**src/rtl/adder_result_accumulator_pkg.sv**
```systemverilog
// Shared definitions for the adder result accumulator: state encoding,
// default widths and the batch counter width.
package adder_result_accumulator_pkg;

    localparam int ADD_IN_WIDTH  = 4;
    localparam int ADD_ACC_WIDTH = 12;
    localparam int CNT_WIDTH     = 8;

    typedef enum logic {
        ST_ACCUM = 1'b0,
        ST_HOLD  = 1'b1
    } acc_state_e;

endpackage

```
**src/rtl/adder_result_accumulator_if.sv**
```systemverilog
// Handshake bundle between the adder, the accumulator and the batch consumer.
// master = the side driving adder results and out_ready; slave = the accumulator.
interface adder_result_accumulator_if
    import adder_result_accumulator_pkg::*;
#(
    parameter int IN_WIDTH  = ADD_IN_WIDTH,
    parameter int ACC_WIDTH = ADD_ACC_WIDTH
);

    logic                 in_valid;
    logic [IN_WIDTH-1:0]  in_sum;
    logic                 in_c;
    logic                 in_ready;
    logic                 clr;
    logic                 out_valid;
    logic                 out_ready;
    logic [ACC_WIDTH-1:0] out_total;
    logic [CNT_WIDTH-1:0] out_count;
    logic                 out_ovf;

    modport master (
        output in_valid, in_sum, in_c, clr, out_ready,
        input  in_ready, out_valid, out_total, out_count, out_ovf
    );

    modport slave (
        input  in_valid, in_sum, in_c, clr, out_ready,
        output in_ready, out_valid, out_total, out_count, out_ovf
    );

endinterface

```
**src/rtl/adder_result_accumulator_fsm.sv**
```systemverilog
// ACCUM/HOLD control for the accumulator: batch counter, batch-close and
// transfer strobes, registered in_ready/out_valid.
module adder_result_accumulator_fsm
    import adder_result_accumulator_pkg::*;
#(
    parameter int COUNT = 8
) (
    input  logic                 clk,
    input  logic                 rst,
    input  logic                 in_valid,
    input  logic                 clr,
    input  logic                 out_ready,
    output logic                 in_ready,
    output logic                 out_valid,
    output logic                 accept,
    output logic                 close,
    output logic                 transfer,
    output logic [CNT_WIDTH-1:0] batch_count
);

    localparam logic [CNT_WIDTH-1:0] LAST = CNT_WIDTH'(COUNT - 1);

    acc_state_e           state_q, state_d;
    logic [CNT_WIDTH-1:0] cnt_q, cnt_d;
    logic                 in_ready_q, in_ready_d;
    logic                 out_valid_q, out_valid_d;

    // NOTE: every signal written here gets a default first so no path leaves it
    // unassigned; otherwise synthesis infers a latch.
    always_comb begin
        state_d  = state_q;
        cnt_d    = cnt_q;
        close    = 1'b0;
        accept   = in_valid & in_ready_q;
        transfer = out_valid_q & out_ready;
        unique case (state_q)
            ST_ACCUM: begin
                if (accept) cnt_d = cnt_q + 1'b1;
                if ((accept && cnt_q == LAST) || (clr && (cnt_q != '0 || accept))) begin
                    close   = 1'b1;
                    state_d = ST_HOLD;
                end
            end
            ST_HOLD: begin
                if (transfer) begin
                    cnt_d   = '0;
                    state_d = ST_ACCUM;
                end
            end
            default: state_d = ST_ACCUM;
        endcase
        in_ready_d  = (state_d == ST_ACCUM);
        out_valid_d = (state_d == ST_HOLD);
        // Size of the batch being closed, including a term accepted alongside clr.
        batch_count = cnt_d;
    end

    // NOTE: sequential state uses non-blocking assignments so every flop samples
    // the pre-edge values regardless of statement order.
    always_ff @(posedge clk) begin
        if (rst) begin
            state_q     <= ST_ACCUM;
            cnt_q       <= '0;
            in_ready_q  <= 1'b1;
            out_valid_q <= 1'b0;
        end else begin
            state_q     <= state_d;
            cnt_q       <= cnt_d;
            in_ready_q  <= in_ready_d;
            out_valid_q <= out_valid_d;
        end
    end

    assign in_ready  = in_ready_q;
    assign out_valid = out_valid_q;

endmodule

```
**src/rtl/adder_result_accumulator.sv**
```systemverilog
// Accumulates COUNT {c,sum} adder results into a batch total and offers it
// over valid/ready. Define ACC_SATURATE_EN to clamp on overflow instead of wrapping.
module adder_result_accumulator
    import adder_result_accumulator_pkg::*;
#(
    parameter int IN_WIDTH  = ADD_IN_WIDTH,
    parameter int ACC_WIDTH = ADD_ACC_WIDTH,
    parameter int COUNT     = 8
) (
    input  logic                       clk,
    input  logic                       rst,
    adder_result_accumulator_if.slave  bus
);

    logic                 accept, close, transfer;
    logic                 in_ready, out_valid;
    logic [CNT_WIDTH-1:0] batch_count;

    logic [ACC_WIDTH-1:0] acc_q, acc_d;
    logic                 ovf_q, ovf_d;
    logic [ACC_WIDTH-1:0] out_total_q, out_total_d;
    logic [CNT_WIDTH-1:0] out_count_q, out_count_d;
    logic                 out_ovf_q, out_ovf_d;

    logic [ACC_WIDTH:0]   term;
    logic [ACC_WIDTH:0]   sum;

    adder_result_accumulator_fsm #(
        .COUNT (COUNT)
    ) u_fsm (
        .clk         (clk),
        .rst         (rst),
        .in_valid    (bus.in_valid),
        .clr         (bus.clr),
        .out_ready   (bus.out_ready),
        .in_ready    (in_ready),
        .out_valid   (out_valid),
        .accept      (accept),
        .close       (close),
        .transfer    (transfer),
        .batch_count (batch_count)
    );

    // One bit wider than the accumulator so the top bit is the overflow carry.
    assign term = {{(ACC_WIDTH - IN_WIDTH){1'b0}}, bus.in_c, bus.in_sum};
    assign sum  = {1'b0, acc_q} + term;

    always_comb begin
        acc_d       = acc_q;
        ovf_d       = ovf_q;
        out_total_d = out_total_q;
        out_count_d = out_count_q;
        out_ovf_d   = out_ovf_q;
        if (transfer) begin
            acc_d = '0;
            ovf_d = 1'b0;
        end else if (accept) begin
            ovf_d = ovf_q | sum[ACC_WIDTH];
`ifdef ACC_SATURATE_EN
            acc_d = ovf_d ? {ACC_WIDTH{1'b1}} : sum[ACC_WIDTH-1:0];
`else
            acc_d = sum[ACC_WIDTH-1:0];
`endif
        end
        // The closing term (if any) is already folded into acc_d/ovf_d.
        if (close) begin
            out_total_d = acc_d;
            out_count_d = batch_count;
            out_ovf_d   = ovf_d;
        end
    end

    always_ff @(posedge clk) begin
        if (rst) begin
            acc_q       <= '0;
            ovf_q       <= 1'b0;
            out_total_q <= '0;
            out_count_q <= '0;
            out_ovf_q   <= 1'b0;
        end else begin
            acc_q       <= acc_d;
            ovf_q       <= ovf_d;
            out_total_q <= out_total_d;
            out_count_q <= out_count_d;
            out_ovf_q   <= out_ovf_d;
        end
    end

    assign bus.in_ready  = in_ready;
    assign bus.out_valid = out_valid;
    assign bus.out_total = out_total_q;
    assign bus.out_count = out_count_q;
    assign bus.out_ovf   = out_ovf_q;

endmodule

```
**src/flat_wrapper.sv**
```systemverilog
// flat-port wrapper written by rule: the top's interface ports become plain ports
module adder_result_accumulator_flat import adder_result_accumulator_pkg::*;
#(
    parameter int IN_WIDTH  = ADD_IN_WIDTH,
    parameter int ACC_WIDTH = ADD_ACC_WIDTH,
    parameter int COUNT     = 8
)
  (clk, rst, bus_in_valid, bus_in_sum, bus_in_c, bus_clr, bus_out_ready, bus_in_ready, bus_out_valid, bus_out_total, bus_out_count, bus_out_ovf);
  adder_result_accumulator_if #(.IN_WIDTH(IN_WIDTH), .ACC_WIDTH(ACC_WIDTH)) bus_i ();
  input  logic clk;
  input  logic rst;
  input wire logic [$bits(bus_i.in_valid)-1:0] bus_in_valid;
  input wire logic [$bits(bus_i.in_sum)-1:0] bus_in_sum;
  input wire logic [$bits(bus_i.in_c)-1:0] bus_in_c;
  input wire logic [$bits(bus_i.clr)-1:0] bus_clr;
  input wire logic [$bits(bus_i.out_ready)-1:0] bus_out_ready;
  output wire logic [$bits(bus_i.in_ready)-1:0] bus_in_ready;
  output wire logic [$bits(bus_i.out_valid)-1:0] bus_out_valid;
  output wire logic [$bits(bus_i.out_total)-1:0] bus_out_total;
  output wire logic [$bits(bus_i.out_count)-1:0] bus_out_count;
  output wire logic [$bits(bus_i.out_ovf)-1:0] bus_out_ovf;
  assign bus_i.in_valid = bus_in_valid;
  assign bus_i.in_sum = bus_in_sum;
  assign bus_i.in_c = bus_in_c;
  assign bus_i.clr = bus_clr;
  assign bus_i.out_ready = bus_out_ready;
  assign bus_in_ready = bus_i.in_ready;
  assign bus_out_valid = bus_i.out_valid;
  assign bus_out_total = bus_i.out_total;
  assign bus_out_count = bus_i.out_count;
  assign bus_out_ovf = bus_i.out_ovf;
  adder_result_accumulator #(.IN_WIDTH(IN_WIDTH), .ACC_WIDTH(ACC_WIDTH), .COUNT(COUNT)) u_core (.clk(clk), .rst(rst), .bus(bus_i));
endmodule
```
**config.mk**
```make
export PLATFORM = sky130hd
export DESIGN_NAME = adder_result_accumulator_flat
export DESIGN_NICKNAME = d
export VERILOG_FILES = /design/src/rtl/adder_result_accumulator_pkg.sv /design/src/rtl/adder_result_accumulator_if.sv /design/src/rtl/adder_result_accumulator_fsm.sv /design/src/rtl/adder_result_accumulator.sv /design/src/flat_wrapper.sv
export SDC_FILE = /design/constraint.sdc
export NUM_CORES = 1
export LEC_CHECK = 0
export ABC_AREA = 0
export CORE_UTILIZATION = 57
export CTS_CLUSTER_DIAMETER = 30
export DETAILED_ROUTE_END_ITERATION = 10
export GPL_TIMING_DRIVEN = 0
export PLACE_DENSITY = 0.87
export SYNTH_ARGS = -nofsm -noshare
export SYNTH_HDL_FRONTEND = slang
export SYNTH_SLANG_ARGS = --single-unit
```
**constraint.sdc**
```tcl
create_clock -name clk -period 3.7 [get_ports clk]
set_input_delay 0.37 -clock clk [delete_from_list [all_inputs] [get_ports clk]]
set_output_delay 0.37 -clock clk [all_outputs]
set_load 0.005 [all_outputs]
```
# Word-level counts from Yosys, hierarchy flattened
# Index checks and enable logic that the tools add are counted.
word_totals:
  word_cells: 32
  register_bits: 44
  inputBits: 10
  out_inout_bits: 23
classes:
  bitwise: 5
  n_addsub: 2
  reduce_logical: 5
  n_eq_ne: 1
  n_mux: 11
op_table:
  columns: ["op", "count"]
  rows:
  - ["2-to-1 mux 12 bit", 2]
  - ["2-to-1 mux 8 bit", 2]
  - ["one-hot mux 8 bit (2 select lines)", 1]
  - ["adder 12 x 5 -> 13 bit", 1]
  - ["adder 8 x 1 -> 8 bit (second input constant)", 1]
  - ["equality test 8 x 3 -> 1 bit (second input constant)", 1]
  - ["nonzero test 8 bit", 1]
  - ["2-to-1 mux 1 bit", 5]
  - ["bitwise AND 1 bit", 2]
  - ["logical AND 1 bit", 2]
  - ["logical OR 1 bit", 2]
  - ["inverter 1 bit", 2]
  - ["one-hot mux 1 bit (2 select lines)", 1]
  - ["bitwise OR 1 bit", 1]

# Logic depth before layout (Yosys ltp)
# Gate-level depths: netlist of run 1.
depth:
  depth_word: 7
  depth_mapped: 9
  depth_no_buf: 8

# By module
# From an unflattened synthesis of run 1, not the netlist that was laid out.
hier_totals:
  cells_unflattened: 224
  area_unflattened_um2: 2148.3
by_module_without_submodules:
  columns: ["module", "n_inst", "seq_area_each_um2", "area_each_um2", "cells_each"]
  rows:
  - ["adder_result_accumulator", 1, 680.7, 1522.7, 160]
  - ["adder_result_accumulator_fsm", 1, 200.2, 625.6, 64]

# Worst setup path after synthesis of run 1
# Ideal clock, no wire load.
synth_timing:
  kind: "register -> register"
  startpoint: "reg u_core.u_fsm.cnt_q[5]"
  endpoint: "reg u_core.out_count_q[1], in the netlist u_core.bus.out_count[1]"
  arrival_ns: 1.965
  period_less_slack_ns: 2.093
  path_slack_ns: 1.607
  setup_ns: 0.128
  required_ns: 3.572
  stages_incl_launch_ff: 7
  n_path_buf: 1
  cell_sequence: "dfxtp_1 -> or4_4 -> or4_4 -> a21oi_4 -> buf_6 -> mux2i_1 -> nor2_1"
synth_via:
  elab_chain_cells: 6
  elab_cells_between_ends: 8
  cone_classes: "1 x eq/ne; 2 x mux; 5 x reduce/logical"
synth_rtl:
  columns: ["item", "line_no", "rtl"]
  rows:
  - ["start: declaration", "adder_result_accumulator_fsm.sv:24", "logic [CNT_WIDTH-1:0] cnt_q, cnt_d;"]
  - ["start signal: assignment", "adder_result_accumulator_fsm.sv:68", "cnt_q <= cnt_d;"]
  - ["nonzero test 8 bit", "adder_result_accumulator_fsm.sv:39", "if ((accept && cnt_q == LAST) || (clr && (cnt_q != '0 || accept))) begin"]
  - ["logical OR 1 bit", "adder_result_accumulator_fsm.sv:39", null]
  - ["logical AND 1 bit", "adder_result_accumulator_fsm.sv:39", null]
  - ["logical OR 1 bit *", "adder_result_accumulator_fsm.sv:39", null]
  - ["2-to-1 mux 1 bit *", "adder_result_accumulator_fsm.sv:39", null]
  - ["2-to-1 mux 1 bit *", "adder_result_accumulator_fsm.sv:36", "unique case (state_q)"]
  - ["end signal: assignment", "adder_result_accumulator.sv:84", "out_count_q <= out_count_d;"]
  - ["end: declaration", "adder_result_accumulator.sv:22", "logic [CNT_WIDTH-1:0] out_count_q, out_count_d;"]
# Mark *: on every way between the ends. The rest lies on a longest branch, timed or not.
# A chain may end at the register's enable or synchronous reset.

# Worst setup path after layout of run 1
layout_timing:
  startpoint: "in bus_in_sum[0]"
  endpoint: "reg u_core.out_total_q[10], in the netlist u_core.bus.out_total[10]"
layout_via:
  elab_chain_cells: 3
layout_rtl:
  columns: ["item", "line_no", "rtl"]
  rows:
  - ["start: declaration", "flat_wrapper.sv:13", "input wire logic [$bits(bus_i.in_sum)-1:0] bus_in_sum;"]
  - ["adder 12 x 5 -> 13 bit", "adder_result_accumulator.sv:46", "assign sum = {1'b0, acc_q} + term;"]
  - ["2-to-1 mux 12 bit", "adder_result_accumulator.sv:57", "end else if (accept) begin"]
  - ["2-to-1 mux 12 bit", "adder_result_accumulator.sv:54", "if (transfer) begin"]
  - ["end signal: assignment", "adder_result_accumulator.sv:83", "out_total_q <= out_total_d;"]
  - ["end: declaration", "adder_result_accumulator.sv:21", "logic [ACC_WIDTH-1:0] out_total_q, out_total_d;"]
# Every way passes these cells.

==> flow_summary.ini, run 1 <==
[die]
io_pins = 33
initial_core_util_pct = 61.4
die_area_um2 = 3980
placementRows = 21
chipWidth_um = 63.1
chipHeight_um = 63.1
core_area_um2 = 3470

[layout]
final_nets = 282
layout_common_cells = 44 x dfxtp_1, 34 x nor2_1, 31 x clkdlybuf4s50_1, 18 x nand2_1, 15 x a211oi_2
mostFrequentLayoutCell = dfxtp_1
area_growth_pct = 21.9
nFillCells = 271
drive_above_1_share_pct = 16.0
antenna_cells = 0

[clocking]
cts_setup_buffers = 0
cts_buffers = 5
h-tree-depth = 2
cts_root_buf = clkbuf_8
cts_hold_buf = 0
clock_latency_ns = 0.29
cts_buffer_depth = 2
cts_tree = yes
cts.sinks = 44
cts.repair.resized = 0
cts.clk_slew.worst_paths_ns = 0.07

[logic_synthesis]
synth_top_area_share_pct = 41.4
async_reset_ff_share_pct = 0
synth-seq-area-share_pct = 41.4
mappedNetlistArea_um2 = 2130
synthTopCellsByArea = dfxtp_1 41%, a211oi_2 8.8%, nor2_1 6.0%
synth-seq-cells = 44
syn_nets = 244
synth_cells = 226
yosys_warnings = 0
synth.distinct_cells = 45
ys.flop_type = dfxtp_1
avgSynthCellArea_um2 = 9.42
yosys.area.top_type = dfxtp_1
synth_edf_count = 0

[power]
leakagePower_uw = 0.000924
power.density_nw_per_um2 = 432
seq_power_share_pct = 47.1
power_switching_share_pct = 26.8
combPwrFrac_pct = 22.2
power.switching_uw = 300
pwr-share-clk_pct = 30.7
p_int_uw = 822
ir_drop_v = 0.000298

[critical_path]
r2r-end = u_core.bus.out_count[1]
reg2reg_slack_ns = 1.45
endpoint_kind = register
timing.critical_path.to = u_core.bus.out_total[10]
critPathRequiredTime_ns = 3.85
worst-path-buf-inv = 2
max_stage_delay_ns = 0.50
crit_path_start_kind = input port
cp_max_fo = 5
worstSetupStartpoint = bus_in_sum[0]
crit_arrival_ns = 2.51
r2r_cells = 6
critPathKind = in2reg
cp_top_family = adder cells
rr_startpoint = u_core.u_fsm.cnt_q[5]
crit_slowest_cell = clkdlybuf4s50_1
path_cells = clkdlybuf4s50_1 -> ha_1 -> inv_1 -> fa_1 -> nor2b_1 -> o31a_1 -> o211ai_1 -> xor2_1 -> a211oi_2
worstSetupPathDepth = 9

[sta]
hold_viol_final = 0
maxSlewHeadroom_pct = 55.0
fmax_ghz = 0.424
slew_violations = 0
worst_clock_skew_ns = 0.00808
period_minus_slack_ns = 2.36
rsz0062_at_grt = false
setup_slack_ns = 1.34
finalCritPeriodShare_pct = 63.7
setup_viol = 0
worst_pin_slew_ns = 0.675
setup_tns_ns = 0

[route]
detail-route-antenna-nets = 0
wl_per_cell_um = 14.8
viasPerCell = 5.59
drc_errors = 0
wirelength_um = 4580
dr.pass1.iters = 4
drt_iter0_drc = 72
num_vias = 1728

[placement]
pre_cts_ws_ns = 1.06
port_buffers = 31
gp_congestion = 0.838
hpwl_um = 3330

[min_path]
hold_path.class = in2reg

[grt]
grt_max_degree = 13
grt_pass1_wl_um = 7740
antenna_found_initial = 0
grt_util_all_layers_pct = 25.3
grt_pass1_vias = 1689
grt-ovfl-total = 0

[status]
status = finished clean

[job]
drv_cap = 0
==> power groups by stage <==
stage,clock network [uW],registers [uW],logic (uW)
floorplan,0,538,156
global placement,0,538,242
detailed placement,0,538,247
CTS,351,528,250
global route,376,532,273
finish,345,528,249
==> worst min path at each step <==
stage                               to  cells past startpoint                    start  slack, ns
2_1_floorplan             u_core.ovf_q                      2             u_core.ovf_q       0.43
3_3_place_gp              u_core.ovf_q                      2             u_core.ovf_q       0.46
3_5_place_dp   u_core.bus.out_total[2]                      2  u_core.bus.out_total[2]       0.47
4_1_cts        u_core.bus.out_total[3]                      3                      rst       0.46
5_1_grt        u_core.bus.out_total[3]                      3                      rst       0.47
6_report       u_core.bus.out_total[3]                      3                      rst       0.47
==> metrics by stage <==
step	util [%]	std cells	area (um^2)	total power, uW	hold WS [ns]
after floorplan	-	226	2130	694	0.433
final	74.8	309	2590	1120	0.469
after detailed placement	72.0	303	2500	786	0.466
after global placement	72.0	303	2500	780	0.456
after global routing	74.8	309	2590	1180	0.465
after CTS	74.8	309	2590	1130	0.461
==> registers in the layout (all words and copies together) (netlist names) <==
signal / cells
u_core.u_fsm.cnt_q: 8
u_core.acc_q: 12
u_core.ovf_q: 1
u_core.bus.out_ovf: 1
u_core.bus.out_count: 8
u_core.u_fsm.in_ready: 1
u_core.bus.out_total: 12
u_core.u_fsm.out_valid: 1
==> metal layers <==
layer / wire, um / vias to the layer above / global-route usage (%)
met2: 2010 / 52 / 38.6
met4: 87 / 0 / 10.8
li1: - / 866 / -
met1: 2240 / 802 / 33.9
met5: 0 / - / 0
met3: 242 / 8 / 6.34
==> cell type report <==
class | instances | area (um^2) | share of cell area [%]
flip-flops and latches | 44 | 881 | 33.9
well taps | 46 | 57.6 | 2.22
clock buffers | 5 | 68.8 | 2.65
inverters | 6 | 22.5 | 0.868
multi-input cells | 163 | 1140 | 43.8
repair buffers | 31 | 310 | 12.0
plain buffers | 13 | 88.8 | 3.42
clock inverters | 1 | 30.0 | 1.16
==> worst reg2reg max path: cells and delay by family (launching register included) <==
family / cells / cell delay [ns]
and+or+nand+nor: 3 / 1.13
DFF: 1 / 0.35
AOI/OAI and AO/OA: 1 / 0.24
buffers and inverters: 1 / 0.21
muxes: 1 / 0.20
==> cells by family after synthesis <==
logic type      Yosys count  share of synthesized area, %
buf+inv                  19                          5.23
simple gates             88                          20.0
xor+xnor                  9                          3.70
fa+ha+maj                 8                          5.06
mux                       7                          3.53
flops                    44                          41.4
compound gates           51                          21.0
==> cells in the mapped netlist (2+ instances only) <==
library cell / number
a211oi_1: 3
nand2_1: 18
a21oi_1: 5
and2_1: 3
dfxtp_1: 44
nor3_1: 3
mux2_2: 4
a211oi_2: 15
nand3_1: 4
ha_1: 7
or4_4: 2
nor2b_1: 2
buf_6: 3
nor2_1: 34
o31a_1: 2
xor2_1: 8
clkbuf_1: 8
nor2_2: 5
nand2b_1: 6
o21ai_0: 8
mux2i_1: 3
nand4_1: 3
o211ai_1: 9
inv_1: 6
(Power assumes the default switching activity.)
==> inputs of run 2 (changes only) <==
--- a/config.mk
+++ b/config.mk
@@ -6,11 +6,11 @@
 export NUM_CORES = 1
 export LEC_CHECK = 0
 export ABC_AREA = 0
-export CORE_UTILIZATION = 57
+export CORE_UTILIZATION = 48
 export CTS_CLUSTER_DIAMETER = 30
 export DETAILED_ROUTE_END_ITERATION = 10
 export GPL_TIMING_DRIVEN = 0
-export PLACE_DENSITY = 0.87
+export PLACE_DENSITY = 0.78
 export SYNTH_ARGS = -nofsm -noshare
 export SYNTH_HDL_FRONTEND = slang
 export SYNTH_SLANG_ARGS = --single-unit
==> constraint.sdc (replaced) <==
create_clock -name clk -period 2 [get_ports clk]
set_input_delay 0.2 -clock clk [delete_from_list [all_inputs] [get_ports clk]]
set_output_delay 0.2 -clock clk [all_outputs]
set_load 0.005 [all_outputs]
==> flow_summary.ini, run 2 (synthesis gave the netlist of run 1 again) <==
[sta]
finalCritPeriodShare_pct = 106
maxSlewHeadroom_pct = 54.5
hold_viol_final = 0
period_minus_slack_ns = 2.11
slew_violations = 0
setup_slack_ns = -0.113
fmax_ghz = 0.473
worst_clock_skew_ns = 0.00371
setup_tns_ns = -1.65
setup_viol = 21
worst_pin_slew_ns = 0.683
rsz0062_at_grt = true

[clocking]
cts_buffers = 5
h-tree-depth = 2
cts.clk_slew.worst_paths_ns = 0.08
cts_buffer_depth = 2
cts_tree = yes
cts_root_buf = clkbuf_8
clock_latency_ns = 0.30
cts.sinks = 44

[grt]
grt_pass1_vias = 1511
grt_max_degree = 14
grt_pass1_wl_um = 7130
grt-ovfl-total = 0
antenna_found_initial = 0
grt_util_all_layers_pct = 21.0

[critical_path]
r2r-end = u_core.bus.out_count[1]
crit_path_start_kind = register
path_common_cell = or4_4
critPathKind = reg2reg
crit_arrival_ns = 2.29
cp_max_fo = 10
reg2reg_slack_ns = -0.11
path_cells = or4_4 -> or4_4 -> a21oi_4 -> buf_8 -> mux2i_1 -> nor2_1
rr_startpoint = u_core.u_fsm.cnt_q[7]
critPathRequiredTime_ns = 2.18
r2r_cells = 6
worst-path-buf-inv = 1
endpoint_kind = register
max_stage_delay_ns = 0.54
crit_slowest_cell = or4_4
cp_top_family = simple AND/OR/NAND/NOR gates

[min_path]
worstHoldStart = rst
hold_path_end = u_core.bus.out_total[3]
whs_path_depth = 3
hold_path.class = in2reg

[route]
drt_iter0_drc = 62
wl_per_cell_um = 14.2
detail-route-antenna-nets = 0
num_vias = 1676
drc_errors = 0
viasPerCell = 5.29
dr.pass1.iters = 4
wirelength_um = 4500

[die]
die_area_um2 = 4700
placementRows = 23
initial_core_util_pct = 51.7
chipHeight_um = 68.6
chipWidth_um = 68.6
core_area_um2 = 4120
io_pins = 33

[layout]
final_nets = 284
area_growth_pct = 24.4
antenna_cells = 0
mostFrequentLayoutCell = dfxtp_1
stdcell_area_um2 = 2650
drive_above_1_share_pct = 20.6
fin_cells = 317
layout_common_cells = 41 x dfxtp_1, 34 x nor2_1, 30 x clkdlybuf4s50_1, 18 x nand2_1, 15 x a211oi_2

[job]
drv_cap = 0

[status]
violations = setup timing
status = finished, violations left

[placement]
hpwl_um = 3240
gp_congestion = 0.842
dp_cells = 307
port_buffers = 31
postPlaceCellArea_um2 = 2500

[power]
power.density_nw_per_um2 = 758
ir_drop_v = 0.000440
leakagePower_uw = 0.000943
-- run 2: cell count changes in the layout (fill, tap and decap cells not counted), sizes merged --
cell,change
clkbuf,+1
clkdlybuf4s50,-1
bufinv,-1
clkinv,+1
dlymetal6s2s,+1
buf,+3
-- run 2: power breakdown --
part / internal, uW / switching (uW) / leakage [uW]
logic: 236 / 238 / 0.000541
clock network: 250 / 306 / 0.0000424
registers: 938 / 40.0 / 0.000360
-- run 2: worst register-to-register path, stage by stage, from the launching register on --
cell	delay [ns]
dfxtp_2	0.33
or4_4	0.54
or4_4	0.45
a21oi_4	0.24
buf_8	0.19
mux2i_1	0.19
nor2_1	0.05
-- run 2: metal layers --
layer  wire length, um  track usage, %  part of all wire [%]  up-vias
li1                  -               -                     -      871
met1              2360            30.0                    52      768
met2              1890            30.4                    42       32
met3               179            4.44                   4.0        5
met4                78            8.59                   1.7        0
met5                 0               0                     0        -
-- run 2: worst max path at each step --
| stage | endpoint | depth (start not counted) | start | slack [ns] |
|---|---|---|---|---|
| 4_1_cts | u_core.bus.out_total[0] | 6 | u_core.u_fsm.cnt_q[7] | -0.11 |
| 3_3_place_gp | u_core.bus.out_count[7] | 7 | bus_in_valid | -0.43 |
| 6_report | u_core.bus.out_count[1] | 6 | u_core.u_fsm.cnt_q[7] | -0.11 |
| 5_1_grt | u_core.bus.out_total[0] | 6 | u_core.u_fsm.cnt_q[7] | -0.17 |
| 2_1_floorplan | u_core.bus.out_count[1] | 6 | u_core.u_fsm.cnt_q[3] | 0.02 |
| 3_5_place_dp | u_core.bus.out_count[7] | 7 | bus_in_valid | -0.47 |
-- run 2: cell type report --
cell class | count | area (um^2)
Multi-Input combinational cell | 163 | 1170
Sequential cell | 44 | 885
Clock buffer | 7 | 76.3
Clock inverter | 1 | 8.76
Inverter | 6 | 22.5
Tap cell | 50 | 62.6
Fill cell | 357 | 1470
Buffer | 12 | 88.8
Timing Repair Buffer | 34 | 335
-- run 2: what timing repair did --
action | CTS | global route
resized for setup | 6 | 8
pin swaps | 2 | 6
buffers inserted | 1 | 3
setup endpoints to repair | 23 | 29
hold buffers | 0 | 0
-- run 2: stage by stage --
| step | util, % | power, uW | setup slack [ns] | hold WS [ns] |
|---|---|---|---|---|
| 6_report | 64.3 | 2010 | -0.113 | 0.278 |
| 5_1_grt | 64.3 | 2100 | -0.169 | 0.295 |
| 4_1_cts | 63.4 | 2010 | -0.105 | 0.267 |
| 3_5_place_dp | 60.8 | 1450 | -0.467 | 0.467 |
| 3_3_place_gp | 60.8 | 1450 | -0.428 | 0.461 |
| 2_1_floorplan | - | 1280 | 0.0162 | 0.411 |
